[config.mk]
export PLATFORM = sky130hd
export DESIGN_NAME = seq_adder_ctrl_sv_flat
export DESIGN_NICKNAME = d
export VERILOG_FILES = /design/src/rtl/seq_adder_ctrl_sv_pkg.sv /design/src/rtl/seq_adder_ctrl_sv_if.sv /design/src/rtl/seq_adder_ctrl_sv_adder.sv /design/src/rtl/seq_adder_ctrl_sv.sv /design/src/flat_wrapper.sv
export SDC_FILE = /design/constraint.sdc
export NUM_CORES = 1
export LEC_CHECK = 0
export ABC_AREA = 1
export BUFFER_PORTS_ARGS = -buffer_cell sky130_fd_sc_hd__buf_2
export CORE_ASPECT_RATIO = 0.9
export CORE_MARGIN = 5
export CORE_UTILIZATION = 35
export DETAILED_ROUTE_END_ITERATION = 12
export PLACE_DENSITY = 0.65
export SYNTH_ARGS = -nofsm -noshare
export SYNTH_HDL_FRONTEND = slang
export SYNTH_SLANG_ARGS = --single-unit
export TNS_END_PERCENT = 20
[constraint.sdc]
create_clock -name clk -period 6.1 [get_ports clk]
set_input_delay 0.61 -clock clk [delete_from_list [all_inputs] [get_ports clk]]
set_output_delay 0.61 -clock clk [all_outputs]
set_load 0.02 [all_outputs]
[src/rtl/seq_adder_ctrl_sv_pkg.sv]
// Shared types and helpers for the chunk-serial adder sequencer.
package seq_adder_pkg;

    typedef enum logic [1:0] {
        IDLE = 2'd0,
        CALC = 2'd1,
        DONE = 2'd2
    } seq_add_st_t;

    // Chunk index width; never narrower than one bit, so N==1 still has a counter.
    function automatic int idx_w(input int n);
        return (n <= 2) ? 1 : $clog2(n);
    endfunction

endpackage

[src/rtl/seq_adder_ctrl_sv_if.sv]
// Request/result valid-ready bundle between a source/sink and the adder sequencer.
interface seq_adder_ctrl_sv_if #(
    parameter int W = 32,
    parameter int N = 4
);
    logic             req_valid;
    logic             req_ready;
    logic [N*W-1:0]   req_a;
    logic [N*W-1:0]   req_b;
    logic             req_c_in;
    logic             res_valid;
    logic             res_ready;
    logic [N*W-1:0]   res_sum;
    logic             res_c_out;

    modport master (
        output req_valid, req_a, req_b, req_c_in, res_ready,
        input  req_ready, res_valid, res_sum, res_c_out
    );

    modport slave (
        input  req_valid, req_a, req_b, req_c_in, res_ready,
        output req_ready, res_valid, res_sum, res_c_out
    );
endinterface

[src/rtl/seq_adder_ctrl_sv_adder.sv]
// W-bit carry-in/carry-out adder; the only arithmetic datapath of the sequencer.
module simple_adder_sv #(
    parameter int W = 32
) (
    input  logic [W-1:0] a,
    input  logic [W-1:0] b,
    input  logic         c_in,
    output logic [W-1:0] sum,
    output logic         c_out
);
    assign {c_out, sum} = {1'b0, a} + {1'b0, b} + {{W{1'b0}}, c_in};
endmodule

[src/rtl/seq_adder_ctrl_sv.sv]
// Adds two N*W-bit operands one W-bit chunk per cycle, LSB chunk first, through
// a single simple_adder_sv, with the inter-chunk carry held in a register.
//
// state | meaning
// IDLE  | req_ready high, waiting for a request; last result held
// CALC  | one chunk added per cycle, idx counts chunks 0..N-1
// DONE  | res_valid high, result stable until res_ready
module seq_adder_ctrl_sv
    import seq_adder_pkg::*;
#(
    parameter int W = 32,
    parameter int N = 4
) (
    input logic                clk,
    input logic                resetn,
    seq_adder_ctrl_sv_if.slave bus
);
    localparam int                NW       = N * W;
    localparam int                IDX_W    = idx_w(N);
    localparam logic [IDX_W-1:0]  IDX_LAST = IDX_W'(N - 1);

    seq_add_st_t       state;
    logic [IDX_W-1:0]  idx;
    logic              carry;
    logic [NW-1:0]     a_sr;
    logic [NW-1:0]     b_sr;
    logic [NW-1:0]     sum_q;
    logic              c_out_q;
    logic              req_ready_q;
    logic              res_valid_q;

    logic [W-1:0]      add_sum;
    logic              add_co;
    logic [NW-1:0]     sum_next;

    simple_adder_sv #(.W(W)) u_add (
        .a     (a_sr[W-1:0]),
        .b     (b_sr[W-1:0]),
        .c_in  (carry),
        .sum   (add_sum),
        .c_out (add_co)
    );

    // New chunk enters at the MSB end; after N shifts chunk 0 sits at the bottom.
    assign sum_next = NW'({add_sum, sum_q} >> W);

    always_ff @(posedge clk) begin
        if (!resetn) begin
            state       <= IDLE;
            idx         <= '0;
            carry       <= 1'b0;
            a_sr        <= '0;
            b_sr        <= '0;
            sum_q       <= '0;
            c_out_q     <= 1'b0;
            req_ready_q <= 1'b1;
            res_valid_q <= 1'b0;
        end else begin
            case (state)
                IDLE: begin
                    if (bus.req_valid) begin
                        a_sr        <= bus.req_a;
                        b_sr        <= bus.req_b;
                        carry       <= bus.req_c_in;
                        idx         <= '0;
                        req_ready_q <= 1'b0;
                        state       <= CALC;
                    end
                end
                CALC: begin
                    sum_q <= sum_next;
                    carry <= add_co;
                    a_sr  <= a_sr >> W;
                    b_sr  <= b_sr >> W;
                    idx   <= idx + 1'b1;
                    if (idx == IDX_LAST) begin
                        idx         <= '0;
                        c_out_q     <= add_co;
                        res_valid_q <= 1'b1;
                        state       <= DONE;
                    end
                end
                DONE: begin
                    if (bus.res_ready) begin
                        res_valid_q <= 1'b0;
                        req_ready_q <= 1'b1;
                        state       <= IDLE;
                    end
                end
                default: begin
                    res_valid_q <= 1'b0;
                    req_ready_q <= 1'b1;
                    state       <= IDLE;
                end
            endcase
        end
    end

    assign bus.req_ready = req_ready_q;
    assign bus.res_valid = res_valid_q;
    assign bus.res_sum   = sum_q;
    assign bus.res_c_out = c_out_q;

endmodule
[src/flat_wrapper.sv]
// flat-port wrapper written by rule: the top's interface ports become plain ports
module seq_adder_ctrl_sv_flat import seq_adder_pkg::*;
#(
    parameter int W = 32,
    parameter int N = 4
)
  (clk, resetn, bus_req_valid, bus_req_a, bus_req_b, bus_req_c_in, bus_res_ready, bus_req_ready, bus_res_valid, bus_res_sum, bus_res_c_out);
  seq_adder_ctrl_sv_if #(.W(W), .N(N)) bus_i ();
  input logic clk;
  input logic resetn;
  input wire logic [$bits(bus_i.req_valid)-1:0] bus_req_valid;
  input wire logic [$bits(bus_i.req_a)-1:0] bus_req_a;
  input wire logic [$bits(bus_i.req_b)-1:0] bus_req_b;
  input wire logic [$bits(bus_i.req_c_in)-1:0] bus_req_c_in;
  input wire logic [$bits(bus_i.res_ready)-1:0] bus_res_ready;
  output wire logic [$bits(bus_i.req_ready)-1:0] bus_req_ready;
  output wire logic [$bits(bus_i.res_valid)-1:0] bus_res_valid;
  output wire logic [$bits(bus_i.res_sum)-1:0] bus_res_sum;
  output wire logic [$bits(bus_i.res_c_out)-1:0] bus_res_c_out;
  assign bus_i.req_valid = bus_req_valid;
  assign bus_i.req_a = bus_req_a;
  assign bus_i.req_b = bus_req_b;
  assign bus_i.req_c_in = bus_req_c_in;
  assign bus_i.res_ready = bus_res_ready;
  assign bus_req_ready = bus_i.req_ready;
  assign bus_res_valid = bus_i.res_valid;
  assign bus_res_sum = bus_i.res_sum;
  assign bus_res_c_out = bus_i.res_c_out;
  seq_adder_ctrl_sv #(.W(W), .N(N)) u_core (.clk(clk), .resetn(resetn), .bus(bus_i));
endmodule
==> results of run 1 <==
[flip-flops by register name, summed over array words and instances, names as in the netlist]
register,flops
u_core.state,2
u_core.bus.req_ready,1
u_core.bus.res_sum,128
u_core.idx,2
u_core.carry,1
u_core.a_sr,128
u_core.bus.res_valid,1
u_core.bus.res_c_out,1
u_core.b_sr,128
[layer usage]
layer  global-route usage  up-vias  wire length [µm]
li1                     -     9068                 -
met1                0.275     7746             26900
met2                0.319      361             26600
met3               0.0420       95              3430
met4               0.0612       14              1480
met5                    0        -                77
[stage by stage]
step	setup slack [ns]	cell area [µm²]
2_1_floorplan	3.97	17700
6_report	3.12	21400
5_1_grt	2.81	21400
3_3_place_gp	3.21	20000
4_1_cts	3.11	21400
3_5_place_dp	3.13	20000
[path summary, 6_finish.rpt]
kind / slack [ns] / start / depth (start not counted) / endpoint
max: 3.12 / u_core.state[0] / 8 / u_core.b_sr[8]
min: 0.26 / bus_req_b[113] / 3 / u_core.b_sr[113]
max reg2reg: 3.12 / u_core.state[0] / 8 / u_core.b_sr[8]
min reg2reg: 0.46 / u_core.a_sr[124] / 2 / u_core.a_sr[124]
[area by class of cell]
class / count / area, µm²
antenna: 10 / 25.0
sequential: 392 / 7850
multi-input combinational: 1959 / 8600
fill: 5372 / 28800
tap: 680 / 851
clock inverter: 17 / 160
timing repair buffer: 403 / 2100
inverter: 149 / 574
clock buffer: 63 / 1280
[power by group]
group / switching [mW] / total, mW / internal, mW
registers: 0.173 / 2.96 / 2.79
clock network: 1.12 / 2.63 / 1.52
logic: 0.790 / 1.20 / 0.405
total: 2.08 / 6.79 / 4.71
[cells by family after synthesis]
group                    Yosys count  synth area share
AO/OA/AOI/OAI                    608             0.172
XOR/XNOR                          15           0.00741
adder cells (fa/ha/maj)           34            0.0248
buffers and inverters            319            0.0728
flip-flops                       392             0.443
AND/OR/NAND/NOR                 1302             0.280
[critical path: stages, from the launching register on]
cell and delay, ns:
dfxtp_1 0.39, inv_2 0.07, nor2_4 0.59, buf_4 0.65, buf_4 0.68, nor2_1 0.11, nor2_1 0.12, o21ai_0 0.08
a21oi_1 0.14
[cells in the final DEF, fill, tap and decap left out]
master	count
a21o_1	1
nand3_1	39
inv_1	145
clkinv_4	1
bufinv_16	1
diode_2	10
nand2_1	601
buf_2	391
and2_1	2
clkinvlp_4	4
nor3_1	5
o21ai_1	2
inv_8	2
nand4_1	2
a21oi_1	326
o211ai_1	1
inv_2	2
fa_1	2
clkbuf_8	11
dfxtp_1	392
o21ai_0	276
nand3b_1	1
xnor2_1	2
xor2_1	13
buf_4	8
clkinv_2	7
nor2_1	649
ha_1	32
o21bai_1	2
clkinv_16	1
nor2_4	3
clkbuf_16	44
buf_12	4
clkbuf_1	8
inv_6	3
==> summary.txt, run 1 <==
Synthesis
  • Number of flops mapped to enable cells by yosys: 0
  • Yosys cell types: 26
  • Area contributors post-synth: dfxtp_1 (44%), nor2_1 (14%), nand2_1 (13%)
  • Cell accounting for the most synthesized area: dfxtp_1
  • Post-synth net total: just under 3000
  • Seq/Total Area, Yosys: 0.443
  • Mean Syn Cell Area: 6.64 µm²
  • Most used DFF post-synth: dfxtp_1
  • #FFs+latches synth: ~400
  • Yosys top cell area share: 0.443
  • Mapped cell area: roughly 18000 µm²
  • Synth top cells by count: nor2_1 (651), nand2_1 (601), dfxtp_1 (392), a21oi_1 (326), o21ai_0 (276)
  • Top-count cell post-synth: nor2_1
  • Cells after synthesis: about 2700
  • Ys Warns: 0
  • Ys async rst share: 0

Global routing
  • Total track usage: 0.201
  • Vias in the first global route: 15800
  • Largest net degree at the start of global routing: 218
  • GR Overflow Total: 0
  • Global-route wire length before repair: 88700 µm
  • Initial antenna violation count: 18

Clocking
  • Post-CTS setup buffer count: 0
  • Num CTS Buffers: 44
  • Worst-Skew Late Latency: 0.59 ns
  • Bufs on Longest Clock Path: 3
  • Worst-path clk slew: about 0.070 ns
  • Clk root buf: clkbuf_16
  • H-tree depth: 2
  • Total clock sinks: a little under 400
  • Hold_buf cts: 0
  • # resized after CTS: 0
  • CTS tree: yes

Drt
  • DRT Pass-1 Iters: 5
  • Routed len/inst: between 15 and 20 µm
  • Iter 0 DRT Violations: 1096
  • Post-DRT Antenna Nets: 0
  • DR vias: around 17000
  • DR vias/cell: ~4.7
  • Drc violations: 0
  • WL final: 58500 µm

Timing
  • Slew headroom: 0.339
  • Final setup viols: 0
  • RSZ-0062 raised after global routing: no
  • Final hold vios: 0
  • Final Cycle Share: 0.488
  • Slew Viols, Final: 0
  • Crit path time final: around 3.0 ns
  • Setup TNS: 0 ns
  • Fmax: 336 MHz
  • Slew @ Worst Pin: about 0.99 ns
  • Hold slack: approximately 0.26 ns
  • Worst Clk Skew: between 0.03 and 0.04 ns

Die
  • Initial Util: 0.353
  • Core Footprint: ~50000 µm²
  • Ports: around 390
  • Die height: 223 µm
  • Width of the die: ~250 µm
  • Row cnt: 78
  • Die area: 55300 µm²

Run status
  • Status: finished clean

Placement
  • Gpl congestion: about 0.96
  • Inst Count DP: approximately 3600
  • Number of buffers added on ports: approximately 400
  • DP HPWL: between 40000 and 50000 µm

Pwr
  • Static leakage: roughly 10 nW
  • Power Dens Cells: roughly 320 nW/µm²
  • Peak VDD IR: about 0.00019 V
  • Overall power: 6.79 mW

Critical path
  • CP Data Required Time: between 6 and 7 ns
  • Critical path peak fanout: 72
  • CP endpoint kind: register
  • Worst setup SP type: register
  • Critical path class: reg -> reg
  • Worst Path Arrival: approximately 3.5 ns

Final layout
  • # nets final: between 3000 and 4000
  • Final Non-Filler Cells: approximately 3700
  • Layout cell share with drive strength beyond 1: 0.162
  • Final Util: 0.427
  • Area grow syn2layout: 21.0%

Run
  • Max Cap Viol: 0

Hold path
  • Hold Path Class: in -> reg
No activity file was read; power rests on OpenSTA's default activity.
==> inputs of run 2 (changes only) <==
Settings changed: PLACE_DENSITY 0.65 to 0.67.
Clock period 6.1 ns to 2.4 ns, I/O delays scaled along.
==> run 2 against run 1 <==
Effect of this change: power grew to 2.6 times the previous value; register-to-register slack got worse by 2.9 ns; fmax is 37% higher; sequential cell count stayed put; clock power rose to 2.6 times the previous value; critical path type unchanged; die area unchanged; core utilization rose by 2.0 points.
==> summary.txt, run 2 (synthesis results as in run 1) <==
Placement
  • DP HPWL: 42500 µm (+3.3%)
  • Gpl congestion: 0.903 (-5.5%)
  • Number of buffers added on ports: 391 (unchanged)
  • Inst Count DP: 3606 (+0.64%)

Critical path
  • CP endpoint kind: register
  • CP Launch Point: u_core.b_sr[0]
  • CP Data Required Time: 2.87 ns (-3.72 ns)
  • Worst Path Arrival: 2.65 ns (-0.81 ns)
  • Critical path class: reg -> reg
  • Worst setup SP type: register
  • Critical path peak fanout: 3 (-96%)
  • Reg2Reg Launch Point: u_core.b_sr[0]
  • Worst R2R Setup Slack: 0.22 ns (-2.90 ns)

Global routing
  • Initial antenna violation count: 18 (unchanged)
  • Largest net degree at the start of global routing: 108 (-50%)
  • Vias in the first global route: 16500 (+4.1%)
  • Global-route wire length before repair: 90900 µm (+2.4%)
  • Total track usage: 0.204 (+0.00364)
  • GR Overflow Total: 0 (unchanged)

Drt
  • Drc violations: 0 (unchanged)
  • Routed len/inst: 15.8 µm (-1.1%)
  • DR vias: 17800 (+3.1%)
  • DR vias/cell: 4.74 (+0.81%)
  • Post-DRT Antenna Nets: 0 (unchanged)
  • WL final: 59200 µm (+1.1%)
  • DRT Pass-1 Iters: 7 (+2)
  • Iter 0 DRT Violations: 1281 (+17%)

Clocking
  • Num CTS Buffers: 43 (-2.3%)
  • H-tree depth: 2 (unchanged)
  • Bufs on Longest Clock Path: 3 (unchanged)
  • Post-CTS setup buffer count: 0 (unchanged)
  • Clk root buf: clkbuf_16
  • Worst-Skew Late Latency: 0.57 ns (-0.02 ns)
  • CTS tree: yes
  • Total clock sinks: 392 (unchanged)
  • Worst-path clk slew: 0.06 ns (about the same)

Final layout
  • Final Non-Filler Cells: 3756 (+2.3%)
  • Area grow syn2layout: 26.6%
  • # nets final: 3332 (+2.7%)
  • Final Util: 0.447 (+0.0200)
  • Commonest non-fill, non-tap cell in the layout: nor2_1
  • Layout cell share with drive strength beyond 1: 0.163 (+0.00177)
  • Most frequent cells in the layout: nor2_1 (649), nand2_1 (601), dfxtp_1 (392)

Timing
  • Setup TNS: 0 ns (unchanged)
  • Crit path time final: 2.18 ns (-0.796 ns)
  • Final hold vios: 0 (unchanged)
  • Slew headroom: 0.512 (+0.173)
  • Worst Clk Skew: 0.0126 ns (-0.0217 ns)
  • Final Cycle Share: 0.909 (+0.421)
  • Slew @ Worst Pin: 0.733 ns (-0.259 ns)
  • RSZ-0062 raised after global routing: no
  • Fmax: 459 MHz (+37%)
  • Slew Viols, Final: 0 (unchanged)
  • Final setup viols: 0 (unchanged)

Pwr
  • Power Dens Cells: 782 nW/µm² (+150%)
  • Static leakage: 10.6 nW (+4.4%)
  • Peak VDD IR: 0.000554 V (+190%)

Die
  • Die height: 223 µm (unchanged)
  • Die area: 55300 µm² (unchanged)
  • Initial Util: 0.353 (unchanged)
  • Row cnt: 78 (unchanged)
  • Ports: 392 (unchanged)
  • Width of the die: 247 µm (unchanged)
  • Core Footprint: 50300 µm² (unchanged)

Hold path
  • Hold_sp: bus_req_a[70]
  • Hold Path Class: in -> reg

Run
  • Max Cap Viol: 0 (unchanged)

Run status
  • Status: finished clean
[run 2: cell count changes in the layout (fill, tap and decap cells not counted), moves of 3 or more]
cell,before,now
clkinvlp_4,4,1
clkbuf_8,11,8
dlygate4sd3_1,0,66
buf_4,8,17
buf_12,4,18
[run 2: critical path, cell delays in order, from the launching register on]
cell	delay, ns
dfxtp_1	0.33
fa_2	0.43
fa_2	0.43
nand2_1	0.10
nand2_1	0.07
nand3_1	0.07
nand2_1	0.07
nand2_1	0.08
nand2_1	0.12
nand2_1	0.12
nand2_1	0.05
nand2_1	0.05
nand3_1	0.06
nand2_1	0.07
inv_1	0.03
[run 2: per-stage QoR]
| stage | total power, mW | setup WS [ns] | cell area [µm²] | hold WS (ns) |
|---|---|---|---|---|
| 3_5_place_dp | 10.9 | 0.0872 | 20300 | 0.448 |
| 2_1_floorplan | 9.61 | 0.271 | 17700 | 0.388 |
| 5_1_grt | 18.4 | 0.0237 | 22400 | 0.0688 |
| 4_1_cts | 17.7 | 0.0744 | 22400 | 0.0206 |
| 3_3_place_gp | 10.8 | 0.0946 | 20300 | 0.444 |
| 6_report | 17.6 | 0.220 | 22400 | 0.0656 |
[run 2: cell type report]
| cell class | instances | area (µm²) |
|---|---|---|
| Tap cell | 680 | 851 |
| Antenna cell | 9 | 22.5 |
| Timing Repair Buffer | 492 | 3110 |
| Fill cell | 5297 | 27800 |
| Inverter | 149 | 574 |
| Multi-Input combinational cell | 1959 | 8610 |
| Sequential cell | 392 | 7850 |
| Clock inverter | 13 | 169 |
| Clock buffer | 62 | 1270 |
[run 2: where the power goes]
group | internal (mW) | total [mW] | switching, mW
clock network | 4.01 | 6.76 | 2.74
registers | 7.09 | 7.52 | 0.422
logic | 1.19 | 3.28 | 2.09
[run 2: path summary, 6_finish.rpt]
check	to	cells after the start
worst max register to register	u_core.bus.res_sum[126]	14
worst max-delay path	u_core.bus.res_sum[126]	14
worst min register to register	u_core.b_sr[107]	2
worst min-delay path	u_core.a_sr[70]	5
[run 2: routing by layer]
metal,vias to the layer above,wire (µm),GRT usage
met2,435,27500,0.335
met4,12,1470,0.0587
li1,9256,-,-
met1,8024,26600,0.277
met5,-,72,0
met3,90,3530,0.0365
[run 2: repair_timing]
action | in CTS | in global routing
endpoints found under the hold margin | 66 | 0
gates resized for setup | 0 | 2
hold buffers | 66 | 0
endpoints found under the setup margin | 0 | 10
==> inputs of run 3 (changes only) <==
Settings changed: RECOVER_POWER set to 25.
==> run 3 against run 2 <==
Effect of this change: combinational power is 1% lower; global-route usage unchanged; design area shrank 0.69%; worst hold slack better by 0.0013 ns; fmax grew 0.54%; sequential power hardly changed; via count grew 0.31%; core utilization shrank 0.31 points; clock skew is 0.0017 ns higher; clock-buffer cell count unchanged; cell count about the same; largest cell class unchanged; largest power group unchanged.
==> summary.txt, run 3 (synthesis results as in run 1) <==
Clocking
  • Post-CTS setup buffer count: 0 (unchanged)
  • Num CTS Buffers: 43 (unchanged)
  • Clk root buf: clkbuf_16
  • CTS tree: yes
  • Total clock sinks: 392 (unchanged)
  • Bufs on Longest Clock Path: 3 (unchanged)
  • Worst-path clk slew: 0.06 ns (about the same)
  • Worst-Skew Late Latency: 0.57 ns (about the same)
  • H-tree depth: 2 (unchanged)

Drt
  • WL final: 59300 µm (+0.26%)
  • Drc violations: 0 (unchanged)
  • Iter 0 DRT Violations: 1210 (-5.5%)
  • DRT Pass-1 Iters: 5 (-2)
  • Post-Route M1 WL: 26500 µm (-0.28%)
  • DR vias/cell: 4.75 (+0.23%)
  • Routed len/inst: 15.8 µm (+0.18%)
  • Routed met3 length: 3760 µm (+6.5%)
  • Top Layer Used: met5
  • WL met2: 27500 µm (-0.11%)
  • DR vias: 17900 (+0.31%)
  • Post-DRT Antenna Nets: 0 (unchanged)

Placement
  • Pre-CTS setup slack: 0.0872 ns (unchanged)
  • DP HPWL: 42500 µm (unchanged)
  • Area of placed instances: 20300 µm² (unchanged)
  • Gpl congestion: 0.903 (unchanged)
  • Number of buffers added on ports: 391 (unchanged)

Timing
  • Slew Viols, Final: 0 (unchanged)
  • Worst Clk Skew: 0.0143 ns (+0.00172 ns)
  • Slew headroom: 0.509 (-0.00294)
  • Fmax: 461 MHz (+0.54%)
  • Setup TNS: 0 ns (unchanged)
  • Setup ws final: 0.231 ns (+0.0118 ns)
  • Final hold vios: 0 (unchanged)
  • Crit path time final: 2.17 ns (-0.0118 ns)
  • Final Cycle Share: 0.904 (-0.00490)
  • Hold slack: 0.0669 ns (+0.00130 ns)
  • RSZ-0062 raised after global routing: no
  • Final setup viols: 0 (unchanged)
  • Slew @ Worst Pin: 0.737 ns (+0.00442 ns)

Final layout
  • Layout cell share with drive strength beyond 1: 0.121 (-0.0424)
  • # nets final: 3332 (unchanged)
  • Fin area: 22300 µm² (-0.69%)
  • Multi-input gate area: 8610 µm² (unchanged)
  • Commonest non-fill, non-tap cell in the layout: nor2_1
  • # fillers: 5360 (+1.2%)
  • Area taken by flip-flops and latches: 7850 µm² (unchanged)
  • Most frequent cells in the layout: nor2_1 (649), nand2_1 (601), dfxtp_1 (392)
  • Area grow syn2layout: 25.8%

Critical path
  • Worst setup SP type: register
  • Worst R2R Setup Slack: 0.23 ns (about the same)
  • CP endpoint kind: register
  • Critical path peak fanout: 3 (unchanged)
  • CP Launch Point: u_core.b_sr[0]
  • Critical path class: reg -> reg
  • CP Data Required Time: 2.87 ns (about the same)
  • Worst Path Arrival: 2.64 ns (about the same)
  • Reg2Reg Launch Point: u_core.b_sr[0]

Pwr
  • Power Dens Cells: 786 nW/µm² (+0.57%)
  • Static leakage: 10.1 nW (-4.8%)
  • Peak VDD IR: 0.000556 V (+0.32%)
  • Overall power: 17.5 mW (-0.12%)

Global routing
  • GR Overflow Total: 0 (unchanged)
  • Initial antenna violation count: 18 (unchanged)
  • Global-route wire length before repair: 90900 µm (unchanged)
  • Largest net degree at the start of global routing: 108 (unchanged)
  • Vias in the first global route: 16500 (unchanged)
  • Total track usage: 0.204 (unchanged)

Die
  • Core Footprint: 50300 µm² (unchanged)
  • Row cnt: 78 (unchanged)
  • Ports: 392 (unchanged)
  • Die area: 55300 µm² (unchanged)
  • Initial Util: 0.353 (unchanged)
  • Die height: 223 µm (unchanged)
  • Width of the die: 247 µm (unchanged)

Hold path
  • Hold_sp: bus_req_a[70]
  • Hold Path Class: in -> reg

Run
  • Max Cap Viol: 0 (unchanged)

Run status
  • Status: finished clean
## run 3: cell count changes in the layout (fill, tap and decap cells not counted)
cell,change
buf_2,-130
diode_2,+3
clkbuf_1,+130
## run 3: timing repair
item,CTS,global route
hold endpoints to repair,66,0
hold buffers,66,0
endpoints found under the setup margin,0,10
gates resized for setup,0,2
## run 3: worst paths after layout
check	endpoint	cells after the start
max	u_core.bus.res_sum[118]	14
min	u_core.a_sr[70]	5
max reg2reg	u_core.bus.res_sum[118]	14
min reg2reg	u_core.b_sr[107]	2
## run 3: critical path, cell delays in order, from the launching register on
cell and delay [ns]:
dfxtp_1 0.33, fa_2 0.43, fa_2 0.43, nand2_1 0.10, nand2_1 0.07, nand3_1 0.07, nand2_1 0.07, nand2_1 0.08
nand2_1 0.12, nand2_1 0.11, nand2_1 0.05, nand2_1 0.05, nand3_1 0.06, nand2_1 0.07, inv_1 0.03
## run 3: layer usage
layer  vias to the layer above  track usage
met4                        12       0.0587
met1                      8082        0.277
met2                       432        0.335
met3                        90       0.0365
met5                         -            0
li1                       9257            -
## run 3: layout make-up
cell class,count,share of cell area
clock inverter,13,0.00758
multi-input combinational,1959,0.386
inverter,149,0.0258
clock buffer,62,0.0570
tap,680,0.0382
timing repair buffer,492,0.132
sequential,392,0.352
antenna,12,0.00135
## run 3: metrics by stage
step | cells | utilization
floorplan | 2670 | -
global placement | 3606 | 0.404
detailed placement | 3606 | 0.404
CTS | 3747 | 0.446
global route | 3751 | 0.443
finish | 3759 | 0.444
## run 3: power by group
part	switching [mW]	internal (mW)	leakage (nW)	total (mW)
Sequential	0.428	7.09	3.23	7.52
Clock	2.76	4.01	0.707	6.78
Combinational	2.10	1.14	6.12	3.24
Total	5.29	12.2	10.1	17.5
